### config.mk
export PLATFORM = sky130hd
export DESIGN_NAME = add_round_key
export DESIGN_NICKNAME = d
export VERILOG_FILES = /design/src/rtl/add_round_key.sv
export SDC_FILE = /design/constraint.sdc
export NUM_CORES = 2
export LEC_CHECK = 0
export BUFFER_PORTS_ARGS = -buffer_cell sky130_fd_sc_hd__buf_4
export CAP_MARGIN = 20
export CORE_MARGIN = 2
export CORE_UTILIZATION = 35
export CTS_BUF_LIST = sky130_fd_sc_hd__clkbuf_8
export DETAILED_ROUTE_END_ITERATION = 12
export PLACE_DENSITY = 0.6
export SLEW_MARGIN = 40
export SYNTH_ARGS = -nofsm -noshare
export SYNTH_HDL_FRONTEND = slang
export SYNTH_SLANG_ARGS = --single-unit
### constraint.sdc
create_clock -name clk -period 4.5 [get_ports clk]
set_clock_uncertainty 0.2 [all_clocks]
set_input_delay 0.675 -clock clk [delete_from_list [all_inputs] [get_ports clk]]
set_output_delay 0.675 -clock clk [all_outputs]
set_load 0.02 [all_outputs]
### src/rtl/add_round_key.sv
// AES AddRoundKey stage: XORs the incoming state with the round key for the
// current round and holds a local bank of NR+1 round keys. It also tracks the
// round number and flags the end of each block. Define ARK_KEY_LOCK_EN to
// refuse key writes while a block is in progress; refused writes pulse key_err.
module add_round_key #(
  parameter int NR = 10,
  parameter int DW = 128
) (
  input  logic          clk,
  input  logic          rst,
  input  logic [DW-1:0] data_in,
  input  logic          i_en,
  input  logic          blk_start,
  input  logic          key_we,
  input  logic [3:0]    key_addr,
  input  logic [DW-1:0] key_data,
  output logic [DW-1:0] data_out,
  output logic          o_en,
  output logic [3:0]    round,
`ifdef ARK_KEY_LOCK_EN
  output logic          key_err,
`endif
  output logic          blk_done
);

  localparam logic [3:0] LAST_ROUND = 4'(NR);

  // The block phase is fully determined by the round counter.
  typedef enum logic [1:0] {
    PH_IDLE,
    PH_ROUND,
    PH_LAST
  } phase_e;

  logic [DW-1:0] rk [0:NR];
  logic [3:0]    use_round;
  logic [3:0]    round_next;
  logic          blk_done_next;
  logic          key_in_range;
  logic          key_wr;
  phase_e        phase;

  // blk_start wins over a block in progress, including for an i_en in the same cycle.
  assign use_round    = blk_start ? 4'd0 : round;
  assign key_in_range = (key_addr <= LAST_ROUND);

`ifdef ARK_KEY_LOCK_EN
  logic key_locked;

  assign key_locked = (round != 4'd0) && !blk_start;
  assign key_wr     = key_we && key_in_range && !key_locked;

  always_ff @(posedge clk or negedge rst) begin
    if (!rst) begin
      key_err <= 1'b0;
    end else begin
      key_err <= key_we && key_locked;
    end
  end
`else
  assign key_wr = key_we && key_in_range;
`endif

  always_comb begin
    if (use_round == LAST_ROUND) begin
      phase = PH_LAST;
    end else if (use_round == 4'd0) begin
      phase = PH_IDLE;
    end else begin
      phase = PH_ROUND;
    end
  end

  always_comb begin
    // NOTE: defaults first so every path assigns every output; otherwise latches are inferred.
    round_next    = round;
    blk_done_next = 1'b0;
    if (i_en) begin
      case (phase)
        PH_LAST: begin
          round_next    = 4'd0;
          blk_done_next = 1'b1;
        end
        default: round_next = use_round + 4'd1;
      endcase
    end else if (blk_start) begin
      round_next = 4'd0;
    end
  end

  always_ff @(posedge clk or negedge rst) begin
    // NOTE: sequential state uses non-blocking assignments so every register samples pre-edge values.
    if (!rst) begin
      round    <= 4'd0;
      blk_done <= 1'b0;
      o_en     <= 1'b0;
      data_out <= '0;
    end else begin
      round    <= round_next;
      blk_done <= blk_done_next;
      o_en     <= i_en;
      if (i_en) begin
        data_out <= data_in ^ rk[use_round];
      end
    end
  end

  // A same-cycle write and read of one entry sees the old key, since the bank is read before the edge.
  always_ff @(posedge clk or negedge rst) begin
    if (!rst) begin
      // NOTE: the key bank is reset on purpose so a fresh block never XORs with stale keys.
      for (int i = 0; i <= NR; i++) begin
        rk[i] <= '0;
      end
    end else if (key_wr) begin
      rk[key_addr] <= key_data;
    end
  end

endmodule

==> results.toml <==
[power]
intPower_uw = 28850
p_per_area_mw_per_mm2 = 458.6
clock_power_share_pct = 33.0
sequentialPowerShare_pct = 46.4
p_sw_share_pct = 28.54
pwr-share-comb_pct = 20.6
p_sw_uw = 11520
p_leak_uw = 0.03889
peakVddDrop_v = 0.0002948

[clock_tree]
clk_latency_ps = 1050
cts_buffer_depth = 4
cts_tree = "done"
cts_buffers = 296
cts_sinks = 1542
clk_pin_slew_worst_paths_ps = 60
root_buffer = "clkbuf_8"
htree_num_levels = 5
post_cts_buffers = 0

[global_route]
antenna_found_initial = 26
grt_pass1_wl_um = 336600
grt_pass1_vias = 52927
grt_usage_pct = 20.35
grt_max_degree = 133
overflow = 0

[worst_setup_path]
cp_num_buf_inv = 2
crit_path_frequent_cell = "mux2i_1"
crit_arrival_ps = 4340
crit_family = "buffers and inverters"
cp-end-kind = "flop"
cp_max_fo = 91
slowest_delay_ps = 940
cp.required_ps = 5170
path_cells = "buf_12 > mux2i_1 > o2bb2ai_1 > o211ai_1 > mux2i_1 > nand3_1 > dlygate4sd3_1"
crit_type = "flop to flop"
cpMaxStageDelayCell = "dfrtp_4"
cp-start-kind = "flop"

[timing]
setup_viol = 0
slew-limit-headroom_pct = 43.80
drv_slew = 0
setup_tns_ps = 0
post-route-min-period_ps = 3669
fmax_mhz = 272.5
hold_violations = 0
whs_ps = 156.9
finalCritPeriodShare_pct = 81.54
rsz0062_at_grt = "false"
tightestPinTransition_ps = 843.0

[floorplanning]
ios = 399
core-area_mm2 = 0.2094
die_y_um = 462.8
floorplan.initialDensity_pct = 35.18
die_area_mm2 = 0.2142
die_w_um = 462.8
row_count = 168

[final_layout]
final_area_mm2 = 0.08803
layout_common_cells = "dfrtp_1 (1539), mux2_2 (1409), mux2i_1 (640)"
nets = 6566
area_delta_synth_final_pct = 19.51
drive_above_1_share_pct = 36.46
final_common_cell = "dfrtp_1"

[routing]
viasPerCell = 5.378
drc = 0
drtIter0Drc = 3174
drt_first_pass_iters = 5
drt-total-wl_um = 221100
detail-route-antenna-nets = 0
vias = 50007
wl_per_cell_um = 23.78

[placed_design]
gp_congestion = 0.7983
io_buffers = 398
post_dp_cell_area_mm2 = 0.07949
dp_hpwl_um = 128400

[synth]
syn_area_per_cell_um2 = 12.84
ys_seq_area_share_pct = 52.38
synthCells = 5739
yosysUniqueCellTypes = 33
syn-num-nets = 6005
yosysWarnings = 0
netlist_area_mm2 = 0.07366
ys_ff_latch = 1542

[hold_path]
hold_path.class = "input port to flop"

[outcome]
status = "finished clean"

[job]
maxCapViolations = 0
[layout make-up]
class                      instances  area [um^2]
antenna                           10        25.02
sequential                      1542        38600
clock inverter                   121        604.3
timing repair buffer             831         7924
tap                             2805         3510
clock buffer                     360         4955
fill                           19591       121300
inverter                           1        11.26
multi-input combinational       3628        32410
[logic make-up after synthesis]
kind of cell	after synthesis	synth area share, %
simple gates	803	6.132
compound gates	774	7.441
buf+inv	569	3.779
xor+xnor	1	0.01189
fa+ha+maj	1	0.01698
mux	2049	30.24
flops	1542	52.38
[power groups by stage]
stage / Clock, uW / Sequential [uW] / Combinational, uW
2_1_floorplan: 0 / 18700 / 5590
3_3_place_gp: 0 / 18800 / 7860
3_5_place_dp: 0 / 18900 / 8100
4_1_cts: 13700 / 18700 / 8400
5_1_grt: 14400 / 19100 / 9050
6_report: 13300 / 18700 / 8330
[cells in the mapped netlist (all sizes together)]
cell type,count,area [um^2]
o211ai,128,960.9
a311oi,1,8.760
nand2b,133,832.1
inv,1,3.750
nor3,2,10.01
nand3,259,1296
nor2b,129,807.0
dfrtp,1542,38590
or3,2,12.51
mux2i,640,6406
a21oi,259,1296
nand3b,132,991.0
a22oi,128,960.9
ha,1,12.51
o21ai,1,5.000
buf,315,1803
mux2,1409,15870
o21bai,1,7.510
clkbuf,253,977.2
nor2,11,43.80
and3b,1,8.760
o2bb2ai,256,2242
nor3b,2,20.02
xnor2,1,8.760
nand2,132,495.5
[final timing paths]
path	startpoint	to	slack, ps	cells after the start
hold / removal	key_addr[3]	rk[1403]	160	4
min in group asynchronous	rst	rk[980]	600	3
max in group asynchronous	rst	rk[6]	2180	5
setup reg to reg	round[0]	data_out[127]	830	7
setup / recovery	round[0]	data_out[127]	830	7
hold reg to reg	data_out[7]	data_out[7]	290	2
[timing repair]
| action | in CTS | in global routing |
|---|---|---|
| hold endpoints to repair | 2780 | 0 |
| hold buffers | 294 | 0 |
| gates resized for setup | 0 | 0 |
[layer usage]
layer	global-route usage, %	routed length, um	vias to the layer above
li1	-	-	22014
met1	26.35	96640	26344
met2	34.17	108400	1235
met3	3.195	8869	406
met4	7.769	7178	8
met5	0	51	-
[per-stage QoR]
| stage | setup WS (ps) | total power (uW) | util (%) | std cells |
|---|---|---|---|---|
| 2_1_floorplan | 2186 | 24250 | - | 5739 |
| 4_1_cts | 784.4 | 40830 | 42.03 | 9288 |
| 5_1_grt | 678.5 | 42530 | 42.05 | 9297 |
| 3_5_place_dp | 1279 | 27040 | 37.97 | 8513 |
| 3_3_place_gp | 1172 | 26630 | 37.85 | 8503 |
| 6_report | 830.9 | 40370 | 42.05 | 9298 |
[flip-flops by register name, indices dropped and copies added, names as in the netlist]
signal	count
o_en	1
round	4
data_out	128
rk	1408
blk_done	1
[worst reg2reg max path, cell delays in order (launching register included)]
cell	delay [ps]
dfrtp_4	940
buf_12	640
mux2i_1	290
o2bb2ai_1	90
o211ai_1	460
mux2i_1	260
nand3_1	80
dlygate4sd3_1	550
Power figures use the tool's default switching activity.
